--- src/rtl/exec_ctrl.sv ---
// Execution controller: halt / free-run / single-step gating of the datapath advance enable.
// Optional PC breakpoint logic is built when EXEC_CTRL_BREAKPOINT_EN is defined.
module exec_ctrl #(
    parameter int unsigned STEP_W = 16
) (
    input  logic              i_clk,
    input  logic              i_reset,
    input  logic              i_cmd_valid,
    output logic              o_cmd_ready,
    input  logic [1:0]        i_cmd_op,
    input  logic [31:0]       i_cmd_arg,
    input  logic [31:0]       i_pc_atual,
    output logic              o_cpu_en,
    output logic              o_halted,
    output logic              o_bp_hit,
    output logic [STEP_W-1:0] o_steps_left
);

    localparam logic [1:0] OpHalt  = 2'b00;
    localparam logic [1:0] OpRun   = 2'b01;
    localparam logic [1:0] OpStep  = 2'b10;
    localparam logic [1:0] OpSetBp = 2'b11;

    typedef enum logic [1:0] {StHalt, StRun, StStep} state_e;

    state_e            r_state;
    state_e            w_state_nxt;
    logic [STEP_W-1:0] r_steps;
    logic [STEP_W-1:0] w_steps_nxt;
    logic              w_cmd_acc;
    logic              w_bp_match;
    logic              w_cpu_en;
    logic [STEP_W-1:0] w_step_k;
    logic              w_unused;

    assign w_step_k = i_cmd_arg[STEP_W-1:0];
    // Without the breakpoint option some inputs have no consumer.
    assign w_unused = ^{i_cmd_arg, i_pc_atual};

`ifdef EXEC_CTRL_BREAKPOINT_EN
    logic [31:0] r_bp_addr;
    logic [31:0] w_bp_addr_nxt;
    logic        r_bp_en;
    logic        w_bp_en_nxt;
    logic        r_skip;
    logic        w_skip_nxt;
    logic        r_bp_hit;
    logic        w_bp_hit_nxt;

    // Skip lets a resume execute the instruction sitting at the breakpoint address.
    assign w_bp_match = r_bp_en & (i_pc_atual == r_bp_addr) & ~r_skip;
    assign o_bp_hit   = r_bp_hit;
`else
    assign w_bp_match = 1'b0;
    assign o_bp_hit   = 1'b0;
`endif

    assign w_cpu_en     = (r_state != StHalt) & ~w_bp_match;
    assign o_cpu_en     = w_cpu_en;
    assign o_halted     = (r_state == StHalt);
    assign o_steps_left = r_steps;
    assign o_cmd_ready  = (r_state == StStep) ? (i_cmd_op == OpHalt) : 1'b1;
    assign w_cmd_acc    = i_cmd_valid & o_cmd_ready;

    always_comb begin
        w_state_nxt = r_state;
        w_steps_nxt = r_steps;
`ifdef EXEC_CTRL_BREAKPOINT_EN
        w_bp_addr_nxt = r_bp_addr;
        w_bp_en_nxt   = r_bp_en;
        w_skip_nxt    = r_skip;
        w_bp_hit_nxt  = r_bp_hit;
        if (w_cpu_en) begin
            w_skip_nxt = 1'b0;
        end
        if (w_cmd_acc && (i_cmd_op == OpSetBp)) begin
            w_bp_addr_nxt = {i_cmd_arg[31:1], 1'b0};
            w_bp_en_nxt   = i_cmd_arg[0];
        end
`endif
        if ((r_state != StHalt) && w_bp_match) begin
            w_state_nxt = StHalt;
            w_steps_nxt = '0;
`ifdef EXEC_CTRL_BREAKPOINT_EN
            w_bp_hit_nxt = 1'b1;
`endif
        end else if (w_cmd_acc && (i_cmd_op == OpHalt)) begin
            w_state_nxt = StHalt;
            w_steps_nxt = '0;
        end else if ((r_state == StStep) && w_cpu_en) begin
            w_steps_nxt = r_steps - STEP_W'(1);
            if (r_steps == STEP_W'(1)) begin
                w_state_nxt = StHalt;
            end
        end else if (w_cmd_acc && (r_state == StHalt)) begin
            if (i_cmd_op == OpRun) begin
                w_state_nxt = StRun;
`ifdef EXEC_CTRL_BREAKPOINT_EN
                w_bp_hit_nxt = 1'b0;
                w_skip_nxt   = 1'b1;
`endif
            end else if ((i_cmd_op == OpStep) && (|w_step_k)) begin
                w_state_nxt = StStep;
                w_steps_nxt = w_step_k;
`ifdef EXEC_CTRL_BREAKPOINT_EN
                w_bp_hit_nxt = 1'b0;
                w_skip_nxt   = 1'b1;
`endif
            end
        end
    end

    always_ff @(posedge i_clk) begin
        if (i_reset) begin
            r_state <= StHalt;
            r_steps <= '0;
        end else begin
            r_state <= w_state_nxt;
            r_steps <= w_steps_nxt;
        end
    end

`ifdef EXEC_CTRL_BREAKPOINT_EN
    always_ff @(posedge i_clk) begin
        if (i_reset) begin
            r_bp_addr <= '0;
            r_bp_en   <= 1'b0;
            r_skip    <= 1'b0;
            r_bp_hit  <= 1'b0;
        end else begin
            r_bp_addr <= w_bp_addr_nxt;
            r_bp_en   <= w_bp_en_nxt;
            r_skip    <= w_skip_nxt;
            r_bp_hit  <= w_bp_hit_nxt;
        end
    end
`endif

endmodule

--- config.mk ---
export PLATFORM = sky130hd
export DESIGN_NAME = exec_ctrl
export DESIGN_NICKNAME = d
export VERILOG_FILES = /design/src/rtl/exec_ctrl.sv
export SDC_FILE = /design/constraint.sdc
export NUM_CORES = 1
export LEC_CHECK = 0
export CORE_UTILIZATION = 30
export CTS_CLUSTER_SIZE = 28
export DETAILED_ROUTE_END_ITERATION = 7
export PLACE_DENSITY = 0.74
export SETUP_SLACK_MARGIN = 0.5
export SYNTH_ARGS = -nofsm -noshare
export SYNTH_HDL_FRONTEND = slang
export SYNTH_SLANG_ARGS = --single-unit
--- constraint.sdc ---
create_clock -name i_clk -period 2.39 [get_ports i_clk]
set_input_delay 0.239 -clock i_clk [delete_from_list [all_inputs] [get_ports i_clk]]
set_output_delay 0.239 -clock i_clk [all_outputs]
set_load 0.02 [all_outputs]
==> results of run 1 <==
synth_stat cells, types with 4 or more instances:
cell type | n | share of area, %
nand3_1 | 9 | 4.0
nor3_1 | 7 | 3.1
a21oi_1 | 6 | 2.7
a31oi_1 | 10 | 5.6
or3_1 | 4 | 2.2
nor4_1 | 4 | 2.2
dfxtp_1 | 18 | 32
nor2_1 | 8 | 2.7
o221ai_1 | 6 | 4.7
o211ai_1 | 5 | 3.3
inv_1 | 6 | 2.0
clkbuf_1 | 4 | 1.3
sequential cells by signal (all words and copies together) (netlist names):
name	count
o_steps_left	16
r_state	2
final timing paths:
check / startpoint / cells past startpoint / endpoint
worst max-delay path: i_cmd_arg[14] / 6 / o_steps_left[1]$_SDFFE_PP0P_
worst min register to register: o_steps_left[14]$_SDFFE_PP0P_ / 2 / o_steps_left[14]$_SDFFE_PP0P_
worst max register to register: o_steps_left[6]$_SDFFE_PP0P_ / 4 / o_steps_left[15]$_SDFFE_PP0P_
worst min-delay path: i_cmd_arg[9] / 3 / o_steps_left[9]$_SDFFE_PP0P_
worst max-delay path: cells and delay by family:
kind,cells,cell delay (ps)
AO/OA/AOI/OAI,2,650
AND/OR/NAND/NOR,1,560
buffers and inverters,2,430
multiplexers,1,140
metal layers:
metal	share of wire [%]	vias up	routed length (um)	global-route usage [%]
met4	0.37	0	14	4.26
met2	51	65	1940	34.9
li1	-	632	-	-
met5	0	-	0	0
met1	41	632	1570	23.8
met3	6.9	2	262	3.99
where the power goes:
group / leakage, uW / switching (uW) / internal, uW
Sequential: 0.000147 / 28.8 / 318
Combinational: 0.000434 / 137 / 120
Clock: 0.0000288 / 105 / 146
cell families after synthesis:
group / Yosys count / synth area share [%]
multiplexers: 1 / 0.890
other: 1 / 0.333
adder cells (fa/ha/maj): 2 / 2.22
AND/OR/NAND/NOR: 55 / 28.9
buffers and inverters: 15 / 6.34
AO/OA/AOI/OAI: 42 / 29.3
flip-flops: 18 / 32.0
cells in the final DEF, fill, tap and decap left out, types with 4 or more instances in the layout:
master / count
clkbuf_8: 4
a31oi_1: 10
clkdlybuf4s50_1: 22
a21oi_1: 6
inv_1: 6
or4_4: 4
o221ai_1: 6
dfxtp_1: 17
or3_1: 4
nor3_1: 6
nor4_1: 4
buf_4: 11
dlygate4sd2_1: 15
o211ai_1: 5
nor2_1: 7
nand3_1: 9
through the flow:
| stage | hold slack (ps) | utilization [%] | worst slack, ps |
|---|---|---|---|
| after detailed placement | 522 | 45.9 | 81.6 |
| final | 439 | 49.4 | 512 |
| after CTS | 439 | 48.4 | 501 |
| after floorplan | 413 | - | 580 |
| after global routing | 450 | 49.4 | 471 |
| after global placement | 511 | 45.9 | 73.1 |
timing repair:
item                       CTS  global route
hold buffers                 0             0
pin swaps                    9             7
setup buffers                1             3
cloned                       1             0
setup endpoints to repair   17            14
resized for setup           25             4
final cells by class:
cell class                 instances  share of cell area (%)
multi-input combinational        101                    42.1
timing repair buffer              53                    28.8
sequential                        18                    21.3
inverter                           6                    1.31
clock buffer                       4                    3.21
tap                               46                    3.36
==> impl_metrics.env, run 1 <==
export IMPL_clock_latency_ps=260
export IMPL_core_um2=3470
export IMPL_grt_pass1_vias=1377
export IMPL_worstSetupPathType="in -> reg"
export IMPL_total_power_uw=855
export IMPL_syn_num_nets=205
export IMPL_drtAntennaViolNets=0
export IMPL_clock_path_buffers=2
export IMPL_cts_htree_levels=1
export IMPL_cp_max_fo=5
export IMPL_path_cells="dlygate4sd2_1, or4_4, o41a_1, buf_6, mux2i_1, a21oi_1"
export IMPL_fmax_mhz=532
export IMPL_finalHoldViolCount=0
export IMPL_syn_inst=134
export IMPL_status="complete, no violations"
export IMPL_grt_pass1_wl_mm=6.30
export IMPL_yosysUniqueCellTypes=42
export IMPL_synth_ff_latch_count=18
export IMPL_die_area_um2=4000
export IMPL_finalInstanceArea_um2=1710
export IMPL_required_ps=2530
export IMPL_relSlewSlack_pct=64.6
export IMPL_routabilityCongestion=0.840
export IMPL_post_route_min_period_ps=1880
export IMPL_wire_per_inst_um=16.6
export IMPL_ys_flop_type="dfxtp_1"
export IMPL_critPathLaunchType="input port"
export IMPL_grt_remaining_overflow=0
export IMPL_clock_sinks=18
export IMPL_period_share_pct=78.6
export IMPL_rsz0062_at_grt="yes"
export IMPL_initial_core_util_pct=32.4
export IMPL_via_count=1331
export IMPL_arrival_ps=2020
export IMPL_vias_per_cell=5.84
export IMPL_netlist_area_um2=1120
export IMPL_fin_setup_tns_ps=0
export IMPL_nNetsFinal=254
export IMPL_vdd_drop_max_v=0.000411
export IMPL_rrSetupSlack_ps=590
export IMPL_cts_tree="built"
export IMPL_synth_edf_count=0
export IMPL_fillers=351
export IMPL_end_kind="flip-flop"
export IMPL_multiInputGateArea_um2=721
export IMPL_drtIter0Drc=140
export IMPL_leakage_uw=0.000611
export IMPL_drv_slew=0
export IMPL_cts_root_buf="clkbuf_8"
export IMPL_cp_slowest_cell="o41a_1"
export IMPL_drc=0
export IMPL_dpl_cell_area_um2=1590
export IMPL_clkTransAtPathRegs_ps=70
export IMPL_critPathMaxStageDelay_ps=570
export IMPL_wl_mm=3.78
export IMPL_boundaryPins=89
export IMPL_synth_avg_cell_area_um2=8.39
export IMPL_rows=21
export IMPL_grt_max_degree=19
export IMPL_tightest_slew_ps=526
export IMPL_antennaDiodeCount=0
export IMPL_yosys_warnings=0
export IMPL_portBuffers=39
export IMPL_cts_made_buffers=3
export IMPL_drv_cap=0
export IMPL_finalSetupViolCount=0
export IMPL_die_w_um=63.2
export IMPL_hold_path_class="in -> reg"
export IMPL_drtPass1Iterations=4
export IMPL_clock_skew_ps=6.69
export IMPL_synthArstFlopShare_pct=0
export IMPL_grt_usage_pct=19.5
export IMPL_drive_above_1_share_pct=17.6
export IMPL_area_growth_pct=52.3
export IMPL_p_per_area_nw_per_um2=499
export IMPL_antenna_found_initial=0
export IMPL_seq_area_frac_synth_pct=32.0
export IMPL_hpwlAfterDp_mm=2.56
export IMPL_fin_cells=228
export IMPL_ff_latch_area_um2=364
export IMPL_die_h_um=63.2
export IMPL_place_inst=219
(Power assumes the default switching activity.)
==> run 2: changes to the inputs <==
==> constraint.sdc (replaced) <==
create_clock -name i_clk -period 1.94 [get_ports i_clk]
set_input_delay 0.194 -clock i_clk [delete_from_list [all_inputs] [get_ports i_clk]]
set_output_delay 0.194 -clock i_clk [all_outputs]
set_load 0.02 [all_outputs]
==> run 2 against run 1 <==
Net effect:
- hold slack lost 220 ps
- final area grew 17%
- largest power group unchanged
- largest cell class unchanged
- combinational power rose by 60%
- global-route usage rose by 1.3 points
- sequential share of layout area fell by 2.8 points
- sequential power rose by 26%
- clock-buffer cell count is the same
==> impl_metrics.env, run 2 (synthesis gave the netlist of run 1 again) <==
export IMPL_post_place_ws_ps=-315
export IMPL_status="complete, no violations"
export IMPL_die_area_um2=4000
export IMPL_reg2reg_depth=6
export IMPL_cp_max_fo=3
export IMPL_arrival_ps=1880
export IMPL_crit_family="compound AO/OA/AOI/OAI gates"
export IMPL_cp_depth=6
export IMPL_hold_path_class="in -> reg"
export IMPL_dpl_cell_area_um2=1710
export IMPL_path_cells="buf_2, or4_4, o41a_1, buf_4, a221oi_1, nor4_1"
export IMPL_boundaryPins=89
export IMPL_whs_path_depth=3
export IMPL_path_buf_inv=2
export IMPL_cts_htree_levels=1
export IMPL_cts_tree="built"
export IMPL_critPathMaxStageDelay_ps=550
export IMPL_p_per_area_nw_per_um2=585
export IMPL_critPathLaunchType="input port"
export IMPL_grt_usage_pct=20.9
export IMPL_grt_max_degree=19
export IMPL_clkTransAtPathRegs_ps=80
export IMPL_drv_slew=0
export IMPL_largest_register_ffs=16
export IMPL_r2r_start="r_state[0]$_SDFFE_PP0P_"
export IMPL_drive_above_1_share_pct=44.5
export IMPL_period_share_pct=89.1
export IMPL_wire_per_inst_um=16.8
export IMPL_leakage_uw=0.000849
export IMPL_drtAntennaViolNets=0
export IMPL_whs_endpoint="o_steps_left[11]$_SDFFE_PP0P_"
export IMPL_required_ps=2090
export IMPL_initial_core_util_pct=32.4
export IMPL_rr_endpoint="o_steps_left[1]$_SDFFE_PP0P_"
export IMPL_clock_latency_ps=260
export IMPL_die_h_um=63.2
export IMPL_drc=0
export IMPL_drtIter0Drc=64
export IMPL_post_route_util_pct=57.8
export IMPL_finalSetupViolCount=0
export IMPL_final_cell_mix="buf_4, dlygate4sd2_1, dfxtp_1, a31oi_1, buf_6"
export IMPL_drtPass1Iterations=4
export IMPL_hold_start="i_cmd_arg[11]"
export IMPL_antenna_found_initial=0
export IMPL_hpwlAfterDp_mm=2.69
export IMPL_clock_sinks=18
export IMPL_antennaDiodeCount=0
export IMPL_routabilityCongestion=0.828
export IMPL_clock_skew_ps=4.34
export IMPL_finalHoldViolCount=0
export IMPL_vias_per_cell=5.86
export IMPL_rows=21
export IMPL_fillers=304
export IMPL_holdBufCountCts=0
export IMPL_die_w_um=63.2
export IMPL_grt_pass1_wl_mm=6.56
export IMPL_portBuffers=39
export IMPL_worstSetupPathType="in -> reg"
export IMPL_cp_slowest_cell="or4_4"
export IMPL_nNetsFinal=281
export IMPL_vdd_drop_max_v=0.000365
export IMPL_clock_path_buffers=2
export IMPL_wl_mm=4.29
export IMPL_rrSetupSlack_ps=260
export IMPL_area_growth_pct=78.2
export IMPL_core_um2=3470
export IMPL_finalInstanceArea_um2=2000
export IMPL_fmax_mhz=578
export IMPL_cts_root_buf="clkbuf_8"
export IMPL_cts_made_buffers=3
export IMPL_final_common_cell="buf_4"
export IMPL_fin_ws_ps=211
export IMPL_fin_setup_tns_ps=0
export IMPL_rsz0062_at_grt="yes"
export IMPL_post_route_min_period_ps=1730
export IMPL_end_kind="flip-flop"
export IMPL_grt_remaining_overflow=0
export IMPL_via_count=1494
export IMPL_grt_pass1_vias=1406
export IMPL_drv_cap=0
==> run 2: where the power goes <==
| group | internal (uW) | leakage (uW) | switching [uW] | total [uW] |
|---|---|---|---|---|
| clock network | 181 | 0.0000288 | 144 | 325 |
| logic | 207 | 0.000671 | 205 | 412 |
| registers | 393 | 0.000149 | 42.5 | 436 |
==> run 2: layout make-up <==
class | count | area (um^2) | share of cell area [%]
Sequential cell | 18 | 370 | 18.5
Inverter | 6 | 22.5 | 1.12
Clock buffer | 4 | 55.1 | 2.75
Tap cell | 46 | 57.6 | 2.87
Multi-Input combinational cell | 101 | 840 | 41.9
Timing Repair Buffer | 80 | 659 | 32.9
==> run 2: worst max-delay path by stage <==
stage,to,startpoint
2_1_floorplan,o_steps_left[6]$_SDFFE_PP0P_,i_cmd_arg[14]
6_report,o_steps_left[6]$_SDFFE_PP0P_,i_cmd_arg[5]
4_1_cts,o_cmd_ready,r_state[1]$_SDFFE_PP0P_
5_1_grt,o_steps_left[1]$_SDFFE_PP0P_,r_state[0]$_SDFFE_PP0P_
3_5_place_dp,o_steps_left[0]$_SDFFE_PP0P_,i_cmd_arg[13]
3_3_place_gp,o_steps_left[0]$_SDFFE_PP0P_,i_cmd_arg[14]
==> run 2: per-stage QoR <==
stage          hold slack [ps]  power [uW]  std cells
2_1_floorplan              368         601        134
3_3_place_gp               506         757        232
3_5_place_dp               510         767        232
4_1_cts                    230        1110        248
5_1_grt                    233        1220        255
6_report                   222        1170        255
==> run 2: repair_timing <==
item | in CTS | in global routing
setup buffers | 11 | 7
pin swaps | 21 | 20
gates cloned | 1 | 0
endpoints found under the setup margin | 36 | 20
resized for setup | 93 | 33
==> run 2: worst register-to-register path: stages, from the launching register on <==
cell	delay [ps]
dfxtp_4	370
nor4bb_2	270
buf_4	200
o41a_1	260
buf_6	170
mux2i_4	230
a21oi_1	80
==> run 2: layer usage <==
layer	up-vias	GRT usage [%]	part of all wire, %
met5	-	0	0
met4	0	7.67	3.1
met3	16	6.88	6.1
met2	62	36.7	50
met1	727	23.2	41
li1	689	-	-
==> run 3: changes to the inputs <==
--- a/config.mk
+++ b/config.mk
@@ -10,6 +10,7 @@
 export DETAILED_ROUTE_END_ITERATION = 7
 export PLACE_DENSITY = 0.74
 export SETUP_SLACK_MARGIN = 0.5
+export SLEW_MARGIN = 20
 export SYNTH_ARGS = -nofsm -noshare
 export SYNTH_HDL_FRONTEND = slang
 export SYNTH_SLANG_ARGS = --single-unit
==> results of run 3 <==
Final layout, timing and power as in run 2 (identical DEF).
